===== src/rtl/gba_fb_pkg.sv =====
// Shared constants, write-FSM encoding and FIFO entry layout for the framebuffer writer.
package gba_fb_pkg;

    localparam int unsigned FB_W            = 240;
    localparam int unsigned FB_H            = 160;
    localparam int unsigned WORDS_PER_FRAME = (FB_W * FB_H) / 4;
    localparam int unsigned IDX_W           = 14;
    localparam int unsigned PIX_W           = 15;
    localparam int unsigned DATA_W          = 64;
    localparam int unsigned ADDR_W          = 27;

    typedef enum logic [1:0] {
        IDLE = 2'd0,
        REQ  = 2'd1,
        WAIT = 2'd2
    } wr_state_e;

    // One completed word, tagged with the buffer and word index it belongs to
    typedef struct packed {
        logic                 fb_sel;
        logic [IDX_W-1:0]     idx;
        logic [DATA_W-1:0]    data;
    } fb_word_t;

    localparam int unsigned ENTRY_W = 1 + IDX_W + DATA_W;

endpackage


===== src/rtl/gba_fb_if.sv =====
// Pixel input, DDRAM channel-5 write port and frame status of the framebuffer writer.
interface gba_fb_if;
    import gba_fb_pkg::*;

    logic              frame_start;
    logic              pix_valid;
    logic [PIX_W-1:0]  pix_data;
    logic              pix_ready;
    logic [ADDR_W-1:0] ch5_addr;
    logic [DATA_W-1:0] ch5_din;
    logic              ch5_req;
    logic              ch5_ready;
    logic              display_buf;
    logic              frame_done;

    modport slave (
        input  frame_start, pix_valid, pix_data, ch5_ready,
        output pix_ready, ch5_addr, ch5_din, ch5_req, display_buf, frame_done
    );

    modport master (
        output frame_start, pix_valid, pix_data, ch5_ready,
        input  pix_ready, ch5_addr, ch5_din, ch5_req, display_buf, frame_done
    );

endinterface


===== src/rtl/gba_fb_fifo.sv =====
// Small synchronous FIFO of completed words; push and pop may coincide even when full.
module gba_fb_fifo #(
    parameter int unsigned WIDTH = 79,
    parameter int unsigned DEPTH = 4
) (
    input  logic             clk,
    input  logic             rst_n,
    input  logic             push,
    input  logic [WIDTH-1:0] din,
    input  logic             pop,
    output logic [WIDTH-1:0] dout_c,
    output logic             full_c,
    output logic             empty_c
);

    localparam int unsigned AW = (DEPTH > 1) ? $clog2(DEPTH) : 1;
    localparam int unsigned CW = AW + 1;

    logic [WIDTH-1:0] mem [DEPTH];
    logic [AW-1:0]    wr_ptr;
    logic [AW-1:0]    rd_ptr;
    logic [CW-1:0]    count;
    logic             do_push;
    logic             do_pop;

    assign full_c  = (count == CW'(DEPTH));
    assign empty_c = (count == '0);
    assign do_pop  = pop & ~empty_c;
    assign do_push = push & (~full_c | do_pop);
    assign dout_c  = mem[rd_ptr];

    // Storage array, written only on an accepted push
    always_ff @(posedge clk) begin
        if (do_push) begin
            mem[wr_ptr] <= din;
        end
    end

    // Pointers and occupancy; depth is a power of two so pointers wrap naturally
    always_ff @(posedge clk or negedge rst_n) begin
        if (!rst_n) begin
            wr_ptr <= '0;
            rd_ptr <= '0;
            count  <= '0;
        end else begin
            if (do_push) wr_ptr <= wr_ptr + AW'(1);
            if (do_pop)  rd_ptr <= rd_ptr + AW'(1);
            case ({do_push, do_pop})
                2'b10:   count <= count + CW'(1);
                2'b01:   count <= count - CW'(1);
                default: count <= count;
            endcase
        end
    end

endmodule


===== src/rtl/gba_fb_writer.sv =====
// Packs GBA pixels four per word, queues them and writes them to DDRAM channel 5,
// double-buffering complete frames for scanout.
module gba_fb_writer
    import gba_fb_pkg::*;
#(
    parameter logic [27:0] FB_BASE0   = 28'h1000000,
    parameter logic [27:0] FB_BASE1   = 28'h1020000,
    parameter int unsigned FIFO_DEPTH = 4
) (
    input  logic     DDRAM_CLK,
    input  logic     DDRAM_RESET_N,
    gba_fb_if.slave  fb
);

    localparam logic [1:0] ST_IDLE = 2'(IDLE);
    localparam logic [1:0] ST_REQ  = 2'(REQ);
    localparam logic [1:0] ST_WAIT = 2'(WAIT);

    logic [1:0]        lane;
    logic [IDX_W-1:0]  idx;
    logic [47:0]       pack_q;
    fb_word_t          stg_q;
    logic              stg_valid;
    logic              write_buf;
    logic              display_buf_q;
    logic              frame_done_q;
    logic [1:0]        state;
    logic [1:0]        state_d;
    logic              req_d;
    logic              load;
    logic              fifo_pop;
    logic              fifo_full;
    logic              fifo_empty;
    fb_word_t          head;
    logic              req_q;
    logic [ADDR_W-1:0] addr_q;
    logic [DATA_W-1:0] din_q;
    logic [ADDR_W-1:0] wr_addr;
    logic              pix_accept;
    logic              frame_over;
    logic              ack_last;
    logic              done_eff;

    assign fb.pix_ready   = ~(fifo_full & (lane == 2'd3));
    assign fb.ch5_req     = req_q;
    assign fb.ch5_addr    = addr_q;
    assign fb.ch5_din     = din_q;
    assign fb.display_buf = display_buf_q;
    assign fb.frame_done  = frame_done_q;

    assign pix_accept = fb.pix_valid & fb.pix_ready;
    assign frame_over = (idx >= IDX_W'(WORDS_PER_FRAME));
    assign ack_last   = fifo_pop & (head.idx == IDX_W'(WORDS_PER_FRAME - 1))
                                 & (head.fb_sel == write_buf);
    assign done_eff   = frame_done_q | ack_last;
    assign wr_addr    = (head.fb_sel ? FB_BASE1[27:1] : FB_BASE0[27:1])
                        + ADDR_W'({head.idx, 2'b00});

    gba_fb_fifo #(
        .WIDTH (ENTRY_W),
        .DEPTH (FIFO_DEPTH)
    ) u_fifo (
        .clk     (DDRAM_CLK),
        .rst_n   (DDRAM_RESET_N),
        .push    (stg_valid),
        .din     (stg_q),
        .pop     (fifo_pop),
        .dout_c  (head),
        .full_c  (fifo_full),
        .empty_c (fifo_empty)
    );

    // Pixel packing; a completed word is staged for one cycle before entering the FIFO
    always_ff @(posedge DDRAM_CLK or negedge DDRAM_RESET_N) begin
        if (!DDRAM_RESET_N) begin
            lane      <= '0;
            idx       <= '0;
            pack_q    <= '0;
            stg_q     <= '0;
            stg_valid <= 1'b0;
        end else begin
            stg_valid <= 1'b0;
            if (fb.frame_start) begin
                idx <= '0;
                if (pix_accept) begin
                    pack_q[15:0] <= {1'b0, fb.pix_data};
                    lane         <= 2'd1;
                end else begin
                    lane <= 2'd0;
                end
            end else if (pix_accept && !frame_over) begin
                if (lane == 2'd3) begin
                    stg_q.fb_sel <= write_buf;
                    stg_q.idx    <= idx;
                    stg_q.data   <= {1'b0, fb.pix_data, pack_q};
                    stg_valid    <= 1'b1;
                    lane         <= 2'd0;
                    idx          <= idx + IDX_W'(1);
                end else begin
                    case (lane)
                        2'd0:    pack_q[15:0]  <= {1'b0, fb.pix_data};
                        2'd1:    pack_q[31:16] <= {1'b0, fb.pix_data};
                        default: pack_q[47:32] <= {1'b0, fb.pix_data};
                    endcase
                    lane <= lane + 2'd1;
                end
            end
        end
    end

    // Frame bookkeeping; the last-word acknowledge is folded in before frame_start
    always_ff @(posedge DDRAM_CLK or negedge DDRAM_RESET_N) begin
        if (!DDRAM_RESET_N) begin
            write_buf     <= 1'b0;
            display_buf_q <= 1'b1;
            frame_done_q  <= 1'b0;
        end else begin
            if (ack_last) begin
                frame_done_q  <= 1'b1;
                display_buf_q <= write_buf;
            end
            if (fb.frame_start) begin
                frame_done_q <= 1'b0;
                if (done_eff) begin
                    write_buf <= ~write_buf;
                end
            end
        end
    end

    // Write FSM next-state and control decode
    always_comb begin
        state_d  = state;
        req_d    = 1'b0;
        load     = 1'b0;
        fifo_pop = 1'b0;
        case (state)
            ST_IDLE: begin
                if (!fifo_empty) begin
                    load    = 1'b1;
                    req_d   = 1'b1;
                    state_d = ST_REQ;
                end
            end
            ST_REQ: begin
                state_d = ST_WAIT;
            end
            ST_WAIT: begin
                if (fb.ch5_ready) begin
                    fifo_pop = 1'b1;
                    state_d  = ST_IDLE;
                end
            end
            default: begin
                state_d = ST_IDLE;
            end
        endcase
    end

    // Write FSM state and registered channel-5 outputs
    always_ff @(posedge DDRAM_CLK or negedge DDRAM_RESET_N) begin
        if (!DDRAM_RESET_N) begin
            state  <= ST_IDLE;
            req_q  <= 1'b0;
            addr_q <= '0;
            din_q  <= '0;
        end else begin
            state <= state_d;
            req_q <= req_d;
            if (load) begin
                addr_q <= wr_addr;
                din_q  <= head.data;
            end
        end
    end

endmodule


===== src/flat_wrapper.sv =====
// flat-port wrapper written by rule: the top's interface ports become plain ports
module gba_fb_writer_flat import gba_fb_pkg::*;
#(
    parameter logic [27:0] FB_BASE0   = 28'h1000000,
    parameter logic [27:0] FB_BASE1   = 28'h1020000,
    parameter int unsigned FIFO_DEPTH = 4
)
  (DDRAM_CLK, DDRAM_RESET_N, fb_frame_start, fb_pix_valid, fb_pix_data, fb_ch5_ready, fb_pix_ready, fb_ch5_addr, fb_ch5_din, fb_ch5_req, fb_display_buf, fb_frame_done);
  gba_fb_if fb_i ();
  input  logic DDRAM_CLK;
  input  logic DDRAM_RESET_N;
  input wire logic [$bits(fb_i.frame_start)-1:0] fb_frame_start;
  input wire logic [$bits(fb_i.pix_valid)-1:0] fb_pix_valid;
  input wire logic [$bits(fb_i.pix_data)-1:0] fb_pix_data;
  input wire logic [$bits(fb_i.ch5_ready)-1:0] fb_ch5_ready;
  output wire logic [$bits(fb_i.pix_ready)-1:0] fb_pix_ready;
  output wire logic [$bits(fb_i.ch5_addr)-1:0] fb_ch5_addr;
  output wire logic [$bits(fb_i.ch5_din)-1:0] fb_ch5_din;
  output wire logic [$bits(fb_i.ch5_req)-1:0] fb_ch5_req;
  output wire logic [$bits(fb_i.display_buf)-1:0] fb_display_buf;
  output wire logic [$bits(fb_i.frame_done)-1:0] fb_frame_done;
  assign fb_i.frame_start = fb_frame_start;
  assign fb_i.pix_valid = fb_pix_valid;
  assign fb_i.pix_data = fb_pix_data;
  assign fb_i.ch5_ready = fb_ch5_ready;
  assign fb_pix_ready = fb_i.pix_ready;
  assign fb_ch5_addr = fb_i.ch5_addr;
  assign fb_ch5_din = fb_i.ch5_din;
  assign fb_ch5_req = fb_i.ch5_req;
  assign fb_display_buf = fb_i.display_buf;
  assign fb_frame_done = fb_i.frame_done;
  gba_fb_writer #(.FB_BASE0(FB_BASE0), .FB_BASE1(FB_BASE1), .FIFO_DEPTH(FIFO_DEPTH)) u_core (.DDRAM_CLK(DDRAM_CLK), .DDRAM_RESET_N(DDRAM_RESET_N), .fb(fb_i));
endmodule

===== config.mk =====
export PLATFORM = sky130hd
export DESIGN_NAME = gba_fb_writer_flat
export DESIGN_NICKNAME = d
export VERILOG_FILES = /design/src/rtl/gba_fb_pkg.sv /design/src/rtl/gba_fb_if.sv /design/src/rtl/gba_fb_fifo.sv /design/src/rtl/gba_fb_writer.sv /design/src/flat_wrapper.sv
export SDC_FILE = /design/constraint.sdc
export NUM_CORES = 1
export LEC_CHECK = 0
export BUFFER_PORTS_ARGS = -buffer_cell sky130_fd_sc_hd__buf_2
export CAP_MARGIN = 10
export CORE_MARGIN = 5
export CORE_UTILIZATION = 50
export CTS_CLUSTER_DIAMETER = 120
export DETAILED_ROUTE_END_ITERATION = 6
export PLACE_DENSITY = 0.7
export SYNTH_ARGS = -nofsm -noshare
export SYNTH_HDL_FRONTEND = slang
export SYNTH_SLANG_ARGS = --single-unit

===== constraint.sdc =====
create_clock -name DDRAM_CLK -period 4 [get_ports DDRAM_CLK]
set_input_delay 0.8 -clock DDRAM_CLK [delete_from_list [all_inputs] [get_ports DDRAM_CLK]]
set_output_delay 0.8 -clock DDRAM_CLK [all_outputs]
set_load 0.01 [all_outputs]

==> Yosys cells after proc, flatten, opt, wreduce, memory -nomap -nowiden <==
Memories as Yosys holds them, arrays and structs flattened.
Index checks and enable logic that the tools add are counted.
{ "totals": {"word_cells": 102, "reg_bits": 243, "ram_bits": 304, "inputBits": 20, "output_inout_bits": 95, "mem_count": 1} }
{ "op_classes": {"n_bitwise": 15, "addsub": 7, "magnitude_cmp": 1, "muxes": 28, "n_reduce_logical": 18, "eq_ne": 13} }
{ "mem_list": {"columns": ["name", "words", "width", "read_ports", "rd_clocked_by_memory_dff", "wr", "line_no", "source"], "rows": [
  ["u_core.u_fifo.mem", 4, 76, 1, 0, 1, "gba_fb_fifo.sv:19", "logic [WIDTH-1:0] mem [DEPTH];"]
]} }
{ "op_table": {"columns": ["op", "n"], "rows": [
  ["16-bit two-way mux", 5],
  ["14-bit two-way mux", 3],
  ["27-bit by 16-bit adder with 27-bit output", 1],
  ["17-bit two-way mux", 1],
  ["14-bit by 1-bit adder with 14-bit output (second input constant)", 1],
  ["14-bit equality test (second input constant)", 1],
  ["14-bit >= comparator (second input constant)", 1],
  ["1-bit two-way mux", 12],
  ["4-bit AND reduction", 3],
  ["2-bit two-way mux", 5],
  ["2-bit nonzero test", 5],
  ["1-bit inverter", 7],
  ["2-bit by 1-bit adder with 2-bit output (second input constant)", 3],
  ["1-bit bitwise AND", 6],
  ["2-bit by 1-bit equality test with 1-bit output (second input constant)", 3],
  ["2-bit equality test (second input constant)", 3],
  ["2-bit inequality test (second input constant)", 3],
  ["2-bit case mux with 3 select lines", 1],
  ["3-bit case mux with 2 select lines", 1],
  ["2-bit AND reduction", 3],
  ["2-bit logical NOT", 2],
  ["3-bit by 1-bit adder with 3-bit output (second input constant)", 1],
  ["3-bit equality test (second input constant)", 1],
  ["3-bit logical NOT", 1],
  ["8 further kinds", 9]
]} }

==> Longest topological paths before layout <==
Gate-level depths: netlist of run 1.
{ "logic_depth": {"ltp_word": 7, "mapped_depth": 8, "mapped_depth_nobuf": 7} }

==> By module <==
A second synthesis of run 1 with hierarchy kept.
{ "unflattened": {"hier_cells": 1025, "hier_area_um2": 20621.0} }
{ "by_module_without_submodules": {"columns": ["module", "cells_each", "area_each_um2", "instances"], "rows": [
  ["gba_fb_fifo", 451, 11790.1, 1],
  ["gba_fb_writer", 574, 8831.0, 1]
]} }

==> Least setup slack after synthesis of run 1 <==
OpenSTA, ideal clock, no wires.
{ "synth_path": {"path_kind": "in2reg", "startpoint": "input port fb_ch5_ready", "endpoint": "memory u_core.u_fifo.mem[0][0] (netlist name) (enable)", "setup_ns": 0.441, "slack_ns": 0.363, "path_buffers": 0, "required_time_ns": 3.559, "stages": 3, "arrival_ns": 3.195, "cell_sequence": "nand3b_1 -> a41oi_1 -> and2_1"} }
{ "synth_via": {"elab_chain_cells": 7} }
{ "synth_rtl": {"columns": ["element", "line_no", "source"], "rows": [
  ["from (decl)", "flat_wrapper.sv:15", "input wire logic [$bits(fb_i.ch5_ready)-1:0] fb_ch5_ready;"],
  ["1-bit two-way mux", "gba_fb_writer.sv:149", "if (fb.ch5_ready) begin"],
  ["1-bit two-way mux", "gba_fb_writer.sv:137", "case (state)"],
  ["1-bit bitwise AND", "gba_fb_fifo.sv:28", "assign do_pop = pop & ~empty_c;"],
  ["1-bit bitwise OR", "gba_fb_fifo.sv:29", "assign do_push = push & (~full_c | do_pop);"],
  ["1-bit bitwise AND", "gba_fb_fifo.sv:29", null],
  ["1-bit two-way mux", "gba_fb_fifo.sv:34", "if (do_push) begin"],
  ["1-bit two-way mux (not written as such)", "gba_fb_fifo.sv:35", "mem[wr_ptr] <= din;"],
  ["to (decl)", "gba_fb_fifo.sv:19", null]
]} }
Every way passes these cells.

==> Worst setup path after layout of run 1 <==
{ "layout_path": {"startpoint": "register u_core.lane[0]", "endpoint": "register u_core.stg_q[53] (netlist name)"} }
{ "layout_via": {"elab_chain_cells": 6} }
{ "layout_rtl": {"columns": ["element", "line_no", "source"], "rows": [
  ["from (decl)", "gba_fb_writer.sv:19", "logic [1:0] lane;"],
  ["from (signal assigned)", "gba_fb_writer.sv:105", "lane <= lane + 2'd1;"],
  ["2-bit equality test *", "gba_fb_writer.sv:44, gba_fb_writer.sv:92", null],
  ["1-bit bitwise AND", "gba_fb_writer.sv:44", "assign fb.pix_ready = ~(fifo_full & (lane == 2'd3));"],
  ["1-bit inverter", "gba_fb_writer.sv:44", null],
  ["1-bit bitwise AND", "gba_fb_writer.sv:51", "assign pix_accept = fb.pix_valid & fb.pix_ready;"],
  ["1-bit logical AND", "gba_fb_writer.sv:91", "end else if (pix_accept && !frame_over) begin"],
  ["3-bit AND reduction (no source line) *", null, null],
  ["to (decl)", "gba_fb_writer.sv:22", "fb_word_t stg_q;"]
]} }
Mark *: on every way between the ends. The rest lies on a longest branch, timed or not.
A chain may end at the register's enable or synchronous reset.

==> impl_metrics.csv, run 1 <==
group,metric,value,unit
finish,drive_above_1_share,0.3830,
worst_setup_path,cpMaxStageDelayCell,"buf_4",
route,ant_nets,0,
worst_setup_path,cp_top_family,"buffers and inverters",
sta,maxSlewHeadroom,0.3193,
floorplanning,die_h,209.5,um
synth,yosysTopAreaCell,"edfxtp_1",
clocking,htree_levels,2,
route,drcViolationCount,0,
finish,layout_commonest_cell,"edfxtp_1",
worst_setup_path,cp_cell_sequence,"ha_1, nand4bb_1, nand2_1, a21oi_2, nor3b_4, buf_4, mux2_2",
synth,synth_edf_count,300,
synth,synth_cells,992,
pwr,power.internal,0.01212,W
job,cap_violations,0,
synth,yosys_warnings,0,
pwr,switchingPower,0.004414,W
synth,ys_seq_elements,526,
sta,drv_slew,0,
pwr,p_sw_frac,0.2669,
worst_setup_path,crit_fanout,54,
worst_setup_path,required,4440,ps
route,first_iter_violations,601,
synth,ys_async_sr_fraction,0.4297,
min_path,hp-class,"input pin to asynchronous set/reset pin",
worst_setup_path,worstSetupStartpointType,"flip-flop",
place,place.gp.congestion,0.7282,
sta,fmax,350.0,MHz
global_routing,grt_pass1_wl,59760,um
worst_setup_path,path_class,"flip-flop to flip-flop",
worst_setup_path,r2r_end,"u_core.stg_q[53]$_DFFE_PN0P_",
pwr,clockPowerShare,0.315,
finish,fin_nets,1155,
route,vias_per_cell,5.486,
global_routing,grt_max_degree,93,
synth,synth-main-ff-cell,"edfxtp_1",
clocking,clkLatencyLatePin,570,ps
global_routing,grt-ovfl-total,0,
sta,rsz0062_at_grt,"false",
clocking,holdBufCountCts,0,
route,wl,37940,um
floorplanning,dieArea,0.04389,mm2
finish,final_cell_mix,"300 x edfxtp_1, 223 x dfrtp_1, 157 x mux2_2, 98 x buf_2, 67 x mux4_2",
clocking,cts_resized,0,
sta,post-route-period-util,0.7142,
pwr,seqPwrFrac,0.470,
route,vias,9293,
synth,synth_top_cell_area_share,0.4527,
pwr,ir_drop,0.3781,mV
clocking,postCtsSetupBuffers,0,
synth,syn_avg_cell_area,20.06,um2
synth,seq_area_frac_synth,0.7370,
floorplanning,start_util,0.5031,
worst_setup_path,slowest_delay,680,ps
pwr,cellLeakagePower,8.697,nW
worst_setup_path,critPathCaptureType,"flip-flop",
pwr,p_per_area,721.6,mW/mm2
sta,tightest_slew,1021,ps
synth,syn_area,0.01990,mm2
floorplanning,die_x,209.5,um
worst_setup_path,rrSetupSlack,1140,ps
sta,finalSetupViolCount,0,
clocking,clk_pin_slew_worst_paths,60,ps
place,numPortBuffers,99,
global_routing,grt_pass1_vias,10000,
global_routing,grtUsageTotal,0.1757,
clocking,clk_path_buf_depth,3,
pwr,pwr-share-comb,0.214,
sta,worst_clock_skew,23.67,ps
route,firstDrtPassIters,5,
sta,fin_crit,2857,ps
sta,tns,0,ps
worst_setup_path,cp_num_cells,7,
synth,synth.area.top_cells,"edfxtp_1 45%, dfrtp_1 28%, mux2_2 8.9%",
worst_setup_path,cp.arrival,3300,ps
floorplanning,io_pins,115,
worst_setup_path,r2r_cells,7,
route,routedWlPerCell,22.39,um
outcome,status,"complete, no violations",
finish,post-route-util,0.5794,
worst_setup_path,path_buf_inv,1,
place,dp.final_hpwl,22870,um
floorplanning,core-area,0.03955,mm2
clocking,cts_tree,"done",
floorplanning,rows,73,
sta,hold_viol,0,
clocking,cts_sinks,526,
clocking,cts_root_buf,"clkbuf_16",
global_routing,antenna_found_initial,4,
worst_setup_path,r2r-start,"u_core.lane[0]$_DFFE_PN0P_",
synth,synth.distinct_cells,56,
finish,areaGrowthSynthToFinish,15.15,%
clocking,cts_buffers,52,
[through the flow]
step	std cells	cell area, um2	setup WS (ps)	hold slack, ps	total power [W]
floorplan	1006	19950	363.5	458.5	0.01023
CTS	1692	22910	1105	278.2	0.01676
finish	1694	22910	1143	212.7	0.01653
global placement	1595	21030	955.1	447.2	0.01139
global route	1692	22910	958.7	300.3	0.01735
detailed placement	1595	21030	915.1	449.3	0.01151
[flip-flops by register name, summed over array words and instances (netlist names)]
signal,count
u_core.fb.ch5_din,60
u_core.fb.display_buf,1
u_core.stg_q,75
u_core.lane,2
u_core.pack_q,45
u_core.u_fifo.mem,300
u_core.u_fifo.wr_ptr,2
u_core.write_buf,1
u_core.fb.frame_done,1
u_core.fb.ch5_req,1
u_core.u_fifo.count,3
u_core.state,2
u_core.idx,14
u_core.fb.ch5_addr,16
u_core.stg_valid,1
u_core.u_fifo.rd_ptr,2
[logic make-up (layout without fill, tap and decap cells)]
family | count (synthesis) | after routing | share of synthesized area
mux | 276 | 276 | 0.1998
buf+inv | 70 | 231 | 0.01886
fa+ha+maj | 11 | 11 | 0.007294
compound gates | 37 | 37 | 0.01138
xor+xnor | 8 | 8 | 0.003521
simple gates | 63 | 63 | 0.02188
flops | 526 | 526 | 0.7370
other cells | 1 | 17 | 0.0001885
[layer usage]
| metal | global-route usage | part of all wire |
|---|---|---|
| met5 | 0 | 0 |
| met4 | 0.04748 | 0.024 |
| met3 | 0.02930 | 0.044 |
| met2 | 0.2936 | 0.50 |
| met1 | 0.2435 | 0.43 |
[power groups by stage]
stage          combinational, W  clock [W]  sequential (W)
2_1_floorplan           0.00250          0         0.00773
3_3_place_gp            0.00356          0         0.00782
3_5_place_dp            0.00362          0         0.00790
4_1_cts                 0.00365    0.00532         0.00780
5_1_grt                 0.00386    0.00556         0.00794
6_report                0.00354    0.00521         0.00778
[how the worst max path moves through the flow]
stage | to | startpoint | slack, ps
5_1_grt | u_core.stg_q[7]$_DFFE_PN0P_ | u_core.lane[0]$_DFFE_PN0P_ | 960
3_3_place_gp | u_core.u_fifo.mem[1][39]$_DFFE_PP_ | fb_ch5_ready | 960
6_report | u_core.stg_q[53]$_DFFE_PN0P_ | u_core.lane[0]$_DFFE_PN0P_ | 1140
2_1_floorplan | u_core.u_fifo.mem[0][0]$_DFFE_PP_ | fb_ch5_ready | 360
3_5_place_dp | u_core.u_fifo.mem[1][40]$_DFFE_PP_ | fb_ch5_ready | 920
4_1_cts | u_core.stg_q[53]$_DFFE_PN0P_ | u_core.lane[0]$_DFFE_PN0P_ | 1100
[cells in the mapped netlist, types with 2 or more instances]
cell	instances
a21oi_1	11
nand4bb_1	2
buf_2	18
o2111ai_1	2
nor3_1	3
clkbuf_1	14
buf_4	19
and4_1	3
nor3b_1	2
nand3_1	7
inv_1	14
dfrtp_1	225
edfxtp_1	300
nand2b_1	2
xnor2_1	7
mux2_2	157
mux4_1	8
or3_1	9
buf_1	3
o21ai_0	12
ha_1	10
nand2_1	8
nor2_1	8
and2_1	4
mux2i_1	5
nand4_1	3
mux2_1	39
mux4_2	67
a211oi_1	3
[area by class of cell]
cell class | instances | area [um2]
well taps | 525 | 656.9
multi-input cells | 410 | 4946
repair buffers | 120 | 700.7
inverters | 14 | 52.55
clock buffers | 63 | 1425
flip-flops and latches | 526 | 14670
clock inverters | 34 | 454.2
diodes | 2 | 5.005
fillers | 2860 | 16640
Note: power is estimated with default switching activity, not from simulation.
==> run 2, diff against run 1 <==
Settings changed: PLACE_DENSITY 0.7 to 0.73.
Clock period 4 ns to 2.4 ns, I/O delays scaled along.
==> impl_metrics.csv, run 2 (synthesized netlist as in run 1, its figures left out) <==
group,metric,value,unit
sta,drv_slew,0,
worst_setup_path,crit_fanout,5,
pwr,ir_drop,0.7328,mV
pwr,p_per_area,1185,mW/mm2
worst_setup_path,path_buf_inv,1,
floorplanning,rows,73,
worst_setup_path,critPathCaptureType,"flip-flop",
route,wl,38740,um
worst_setup_path,rrSetupSlack,90,ps
floorplanning,dieArea,0.04389,mm2
finish,post-route-util,0.5889,
worst_setup_path,cp_top_family,"simple AND/OR/NAND/NOR gates",
finish,antenna_cells,0,
job,cap_violations,0,
min_path,worstHoldEndpoint,"u_core.state[1]$_DFFE_PN0P_",
route,firstDrtPassIters,5,
sta,maxSlewHeadroom,0.5046,
clocking,cts_sinks,526,
route,routedWlPerCell,22.48,um
sta,tightest_slew,743.1,ps
worst_setup_path,path_class,"flip-flop to flip-flop",
min_path,hp-start,"fb_ch5_ready",
finish,largest_register_ffs,300,
pwr,cellLeakagePower,8.871,nW
finish,drive_above_1_share,0.3932,
global_routing,grt_pass1_wl,60930,um
clocking,clk_path_buf_depth,3,
route,drcViolationCount,0,
finish,layout_commonest_cell,"edfxtp_1",
worst_setup_path,r2r_cells,6,
worst_setup_path,worstSetupStartpointType,"flip-flop",
clocking,cts_tree,"done",
global_routing,grt-ovfl-total,0,
sta,post-route-period-util,0.9634,
worst_setup_path,r2r-start,"u_core.u_fifo.rd_ptr[0]$_DFFE_PN0N_",
finish,fin_area,0.02329,mm2
sta,fmax,432.5,MHz
sta,finalSetupViolCount,0,
worst_setup_path,cpMaxStageDelayCell,"mux4_2",
clocking,clk_pin_slew_worst_paths,60,ps
worst_setup_path,required,2840,ps
sta,fin_crit,2312,ps
floorplanning,die_x,209.5,um
sta,worst_clock_skew,23.11,ps
floorplanning,start_util,0.5031,
finish,fin_nets,1186,
place,dp.final_hpwl,23700,um
min_path,hold_depth,3,
worst_setup_path,cp.arrival,2760,ps
min_path,hp-class,"input pin to flip-flop",
outcome,status,"complete, no violations",
global_routing,grt_max_degree,62,
place,place_area,0.02141,mm2
global_routing,grtUsageTotal,0.1792,
floorplanning,core-area,0.03955,mm2
finish,areaGrowthSynthToFinish,17.05,%
floorplanning,die_h,209.5,um
route,first_iter_violations,610,
clocking,cts_buffers,52,
route,vias_per_cell,5.482,
finish,final_cell_mix,"300 x edfxtp_1, 222 x dfrtp_1, 157 x mux2_2, 98 x buf_2, 67 x mux4_2",
finish,top_register,"u_core.u_fifo.mem",
place,numPortBuffers,99,
sta,rsz0062_at_grt,"false",
floorplanning,io_pins,115,
place,place.gp.congestion,0.7491,
clocking,htree_levels,2,
route,vias,9445,
global_routing,antenna_found_initial,1,
clocking,cts_root_buf,"clkbuf_16",
sta,hold_viol,0,
global_routing,grt_pass1_vias,10250,
worst_setup_path,slowest_delay,530,ps
worst_setup_path,cp_cell_sequence,"buf_12, mux4_2, nand4bb_4, nor4_4, nor3b_1, or3_1",
clocking,clkLatencyLatePin,590,ps
worst_setup_path,r2r_end,"u_core.write_buf$_DFFE_PN0P_",
route,ant_nets,0,
run 2: changes by cell type in the layout (fill, tap and decap cells not counted), sizes merged:
cell | previous run | this run
clkbuf | 63 | 79
dlygate4sd3 | 0 | 1
inv | 16 | 17
diode | 2 | 0
clkinv | 18 | 5
buf | 120 | 150
bufinv | 10 | 7
clkinvlp | 4 | 3
run 2: worst max-delay path by stage:
stage                                                    to  slack (ps)                                 from  cells past startpoint
after floorplan           u_core.u_fifo.mem[0][0]$_DFFE_PP_        -120          u_core.state[0]$_DFFE_PN0P_                      3
after global placement         u_core.write_buf$_DFFE_PN0P_          70  u_core.u_fifo.rd_ptr[0]$_DFFE_PN0N_                      6
after detailed placement       u_core.write_buf$_DFFE_PN0P_          40  u_core.u_fifo.rd_ptr[0]$_DFFE_PN0N_                      6
after CTS                      u_core.stg_q[36]$_DFFE_PN0P_          60            u_core.idx[7]$_DFFE_PN0P_                      7
after global routing           u_core.write_buf$_DFFE_PN0P_          20  u_core.u_fifo.rd_ptr[0]$_DFFE_PN0N_                      6
final                          u_core.write_buf$_DFFE_PN0P_          90  u_core.u_fifo.rd_ptr[0]$_DFFE_PN0N_                      6
run 2: through the flow:
step / hold WS [ps] / total power [W] / std cells / setup TNS, ps / worst slack [ps]
global placement: 446.5 / 0.01915 / 1617 / 0 / 68.72
floorplan: 184.4 / 0.01705 / 1006 / -35040 / -116.8
CTS: 158.7 / 0.02796 / 1718 / 0 / 64.92
global route: 190.7 / 0.02894 / 1723 / 0 / 20.66
detailed placement: 469.1 / 0.01940 / 1617 / 0 / 38.11
finish: 186.0 / 0.02761 / 1723 / 0 / 87.87
run 2: cell type report:
cell class | instances | area [um2]
Fill cell | 2832 | 16260
Clock inverter | 18 | 286.5
Clock buffer | 79 | 1514
Inverter | 14 | 52.55
Multi-Input combinational cell | 410 | 4946
Timing Repair Buffer | 151 | 1161
Tap cell | 525 | 656.9
Sequential cell | 526 | 14670
run 2: worst register-to-register path: stages (launching register included):
cell and delay, ps:
dfrtp_4 470, buf_12 140, mux4_2 530, nand4bb_4 250, nor4_4 340, nor3b_1 90
or3_1 360
run 2: what timing repair did:
| item | in CTS | in global routing |
|---|---|---|
| hold buffers | 1 | 0 |
| hold endpoints to repair | 55 | 0 |
| resized for setup | 0 | 1 |
| buffers inserted | 3 | 5 |
| pin swaps | 0 | 1 |
| endpoints found under the setup margin | 1 | 27 |
run 2: power by group:
group          switching [W]  leakage (nW)  internal [W]  total [W]
Combinational        0.00283          2.50       0.00344    0.00627
Clock                0.00333         0.872       0.00512    0.00845
Sequential           0.00125          5.50        0.0116     0.0129
run 2: layer usage:
metal	global-route usage	wire length, um	vias to the layer above
met5	0	0	-
met4	0.04343	805	0
met3	0.04021	2193	58
met2	0.2964	19250	241
met1	0.2466	16490	4979
li1	-	-	4167
==> run 3, diff against run 2 <==
Settings changed: CORE_UTILIZATION 50 to 54, PLACE_DENSITY 0.73 to 0.78.
==> impl_metrics.csv, run 3 (synthesized netlist as in run 1, its figures left out) <==
group,metric,value,unit
min_path,hp-class,"input pin to flip-flop",
route,wl,38070,um
floorplanning,die_h,202.0,um
pwr,pwr-share-comb,0.233,
global_routing,antenna_found_initial,0,
min_path,worstHoldEndpoint,"u_core.state[1]$_DFFE_PN0P_",
worst_setup_path,cp.arrival,2770,ps
pwr,clockPowerShare,0.287,
worst_setup_path,path_buf_inv,2,
pwr,switchingPower,0.007337,W
route,first_iter_violations,641,
min_path,hp-start,"fb_ch5_ready",
finish,fin_area,0.02307,mm2
sta,fin_crit,2308,ps
finish,top_register,"u_core.u_fifo.mem",
route,routedWlPerCell,22.88,um
route,vias,9499,
finish,largest_register_ffs,300,
pwr,power.internal,0.01954,W
pwr,p_per_area,1165,mW/mm2
finish,fin_nets,1184,
worst_setup_path,crit_path_frequent_cell,"buf_4",
global_routing,grt_max_degree,57,
sta,maxSlewHeadroom,0.4842,
worst_setup_path,cp_top_family,"simple AND/OR/NAND/NOR gates",
worst_setup_path,cp_cell_sequence,"buf_4, mux4_1, nand4bb_1, nor4_4, buf_4, and4bb_1, or3_1",
route,firstDrtPassIters,5,
route,drcViolationCount,0,
finish,multi_input_area,0.004946,mm2
sta,post-route-period-util,0.9617,
outcome,status,"complete, no violations",
sta,tns,0,ps
finish,regArea,0.01467,mm2
worst_setup_path,r2r_end,"u_core.write_buf$_DFFE_PN0P_",
worst_setup_path,path_class,"flip-flop to flip-flop",
worst_setup_path,worstSetupStartpointType,"flip-flop",
sta,finalSetupViolCount,0,
pwr,p_sw_frac,0.2730,
global_routing,grt_pass1_vias,10230,
sta,rsz0062_at_grt,"false",
clocking,clk_path_buf_depth,3,
global_routing,grt-ovfl-total,0,
job,cap_violations,0,
route,vias_per_cell,5.709,
place,place.gp.congestion,0.7530,
min_path,hold_depth,3,
sta,worst_clock_skew,14.53,ps
clocking,clkLatencyLatePin,590,ps
floorplanning,dieArea,0.04079,mm2
place,place_area,0.02139,mm2
worst_setup_path,cpMaxStageDelayCell,"mux4_1",
finish,drive_above_1_share,0.3874,
floorplanning,rows,70,
sta,whs,177.9,ps
worst_setup_path,crit_fanout,6,
floorplanning,die_x,202.0,um
global_routing,grtUsageTotal,0.1909,
clocking,cts_buffers,51,
sta,tightest_slew,773.7,ps
worst_setup_path,r2r-start,"u_core.u_fifo.rd_ptr[0]$_DFFE_PN0N_",
finish,fillCellCount,2428,
clocking,htree_levels,2,
route,ant_nets,0,
clocking,clk_pin_slew_worst_paths,60,ps
place,numPortBuffers,99,
pwr,ir_drop,0.5868,mV
floorplanning,start_util,0.5448,
sta,fmax,433.3,MHz
finish,layout_commonest_cell,"edfxtp_1",
worst_setup_path,cp_num_cells,7,
sta,finalWorstSetupSlack,91.88,ps
floorplanning,core-area,0.03652,mm2
sta,hold_viol,0,
global_routing,grt_pass1_wl,60140,um
finish,areaGrowthSynthToFinish,15.96,%
clocking,cts_root_buf,"clkbuf_16",
worst_setup_path,critPathCaptureType,"flip-flop",
worst_setup_path,slowest_delay,590,ps
place,dp.final_hpwl,23790,um
pwr,seqPwrFrac,0.479,
worst_setup_path,rrSetupSlack,90,ps
sta,drv_slew,0,
clocking,cts_sinks,526,
finish,final_cell_mix,"300 x edfxtp_1, 223 x dfrtp_1, 157 x mux2_2, 98 x buf_2, 67 x mux4_2",
floorplanning,io_pins,115,
place,pre_cts_ws,-12.52,ps
worst_setup_path,r2r_cells,7,
clocking,cts_tree,"done",
pwr,cellLeakagePower,8.797,nW
worst_setup_path,required,2870,ps
-- run 3: cell count changes in the layout (fill, tap and decap cells not counted), moves of 2 or more --
cell	delta
bufinv_16	-5
clkinv_1	+4
clkinv_2	+4
buf_4	-3
clkbuf_8	-3
buf_12	+2
clkinvlp_4	-2
inv_6	-2
-- run 3: metal layers --
layer  routed length [um]  share of wire  up-vias  track usage
met2                19810           0.52      255       0.3256
li1                     -              -     4158            -
met4                  883          0.023        0      0.05811
met1                15570           0.41     5033       0.2574
met5                    0              0        -            0
met3                 1816          0.048       53      0.03032
-- run 3: power groups by stage --
stage	Clock [W]	Sequential [W]	Combinational, W
floorplan	0	0.0129	0.00416
global placement	0	0.0129	0.00609
detailed placement	0	0.0131	0.00627
CTS	0.00785	0.0129	0.00641
global route	0.00827	0.0131	0.00680
finish	0.00772	0.0129	0.00627
-- run 3: worst max path at each step --
stage | startpoint | endpoint
global route | u_core.u_fifo.rd_ptr[0]$_DFFE_PN0N_ | u_core.write_buf$_DFFE_PN0P_
finish | u_core.u_fifo.rd_ptr[0]$_DFFE_PN0N_ | u_core.write_buf$_DFFE_PN0P_
global placement | u_core.u_fifo.rd_ptr[0]$_DFFE_PN0N_ | u_core.write_buf$_DFFE_PN0P_
detailed placement | u_core.u_fifo.rd_ptr[0]$_DFFE_PN0N_ | u_core.write_buf$_DFFE_PN0P_
floorplan | u_core.state[0]$_DFFE_PN0P_ | u_core.u_fifo.mem[0][0]$_DFFE_PP_
CTS | u_core.u_fifo.rd_ptr[0]$_DFFE_PN0N_ | u_core.write_buf$_DFFE_PN0P_
-- run 3: final cells by class --
type	count	share of cell area
Sequential cell	526	0.6359
Multi-Input combinational cell	410	0.2144
Clock buffer	76	0.06383
Timing Repair Buffer	150	0.05108
Tap cell	468	0.02538
Clock inverter	19	0.007050
Inverter	14	0.002278
Antenna cell	1	0.0001085
-- run 3: through the flow --
step / cells / utilization / power [W]
floorplan: 1006 / - / 0.01705
global placement: 1562 / 0.5856 / 0.01903
detailed placement: 1562 / 0.5856 / 0.01935
CTS: 1663 / 0.6317 / 0.02716
global route: 1663 / 0.6317 / 0.02818
finish: 1664 / 0.6318 / 0.02687
-- run 3: what timing repair did --
action	in CTS	in global routing
gates resized for setup	0	0
buffers inserted	5	0
hold endpoints to repair	50	0
hold buffers	1	0
setup endpoints to repair	1	0
-- run 3: worst reg2reg max path: stages (launching register included) --
cell       delay (ps)
dfrtp_4           470
buf_4             160
mux4_1            590
nand4bb_1         230
nor4_4             90
buf_4             160
and4bb_1          190
or3_1             310
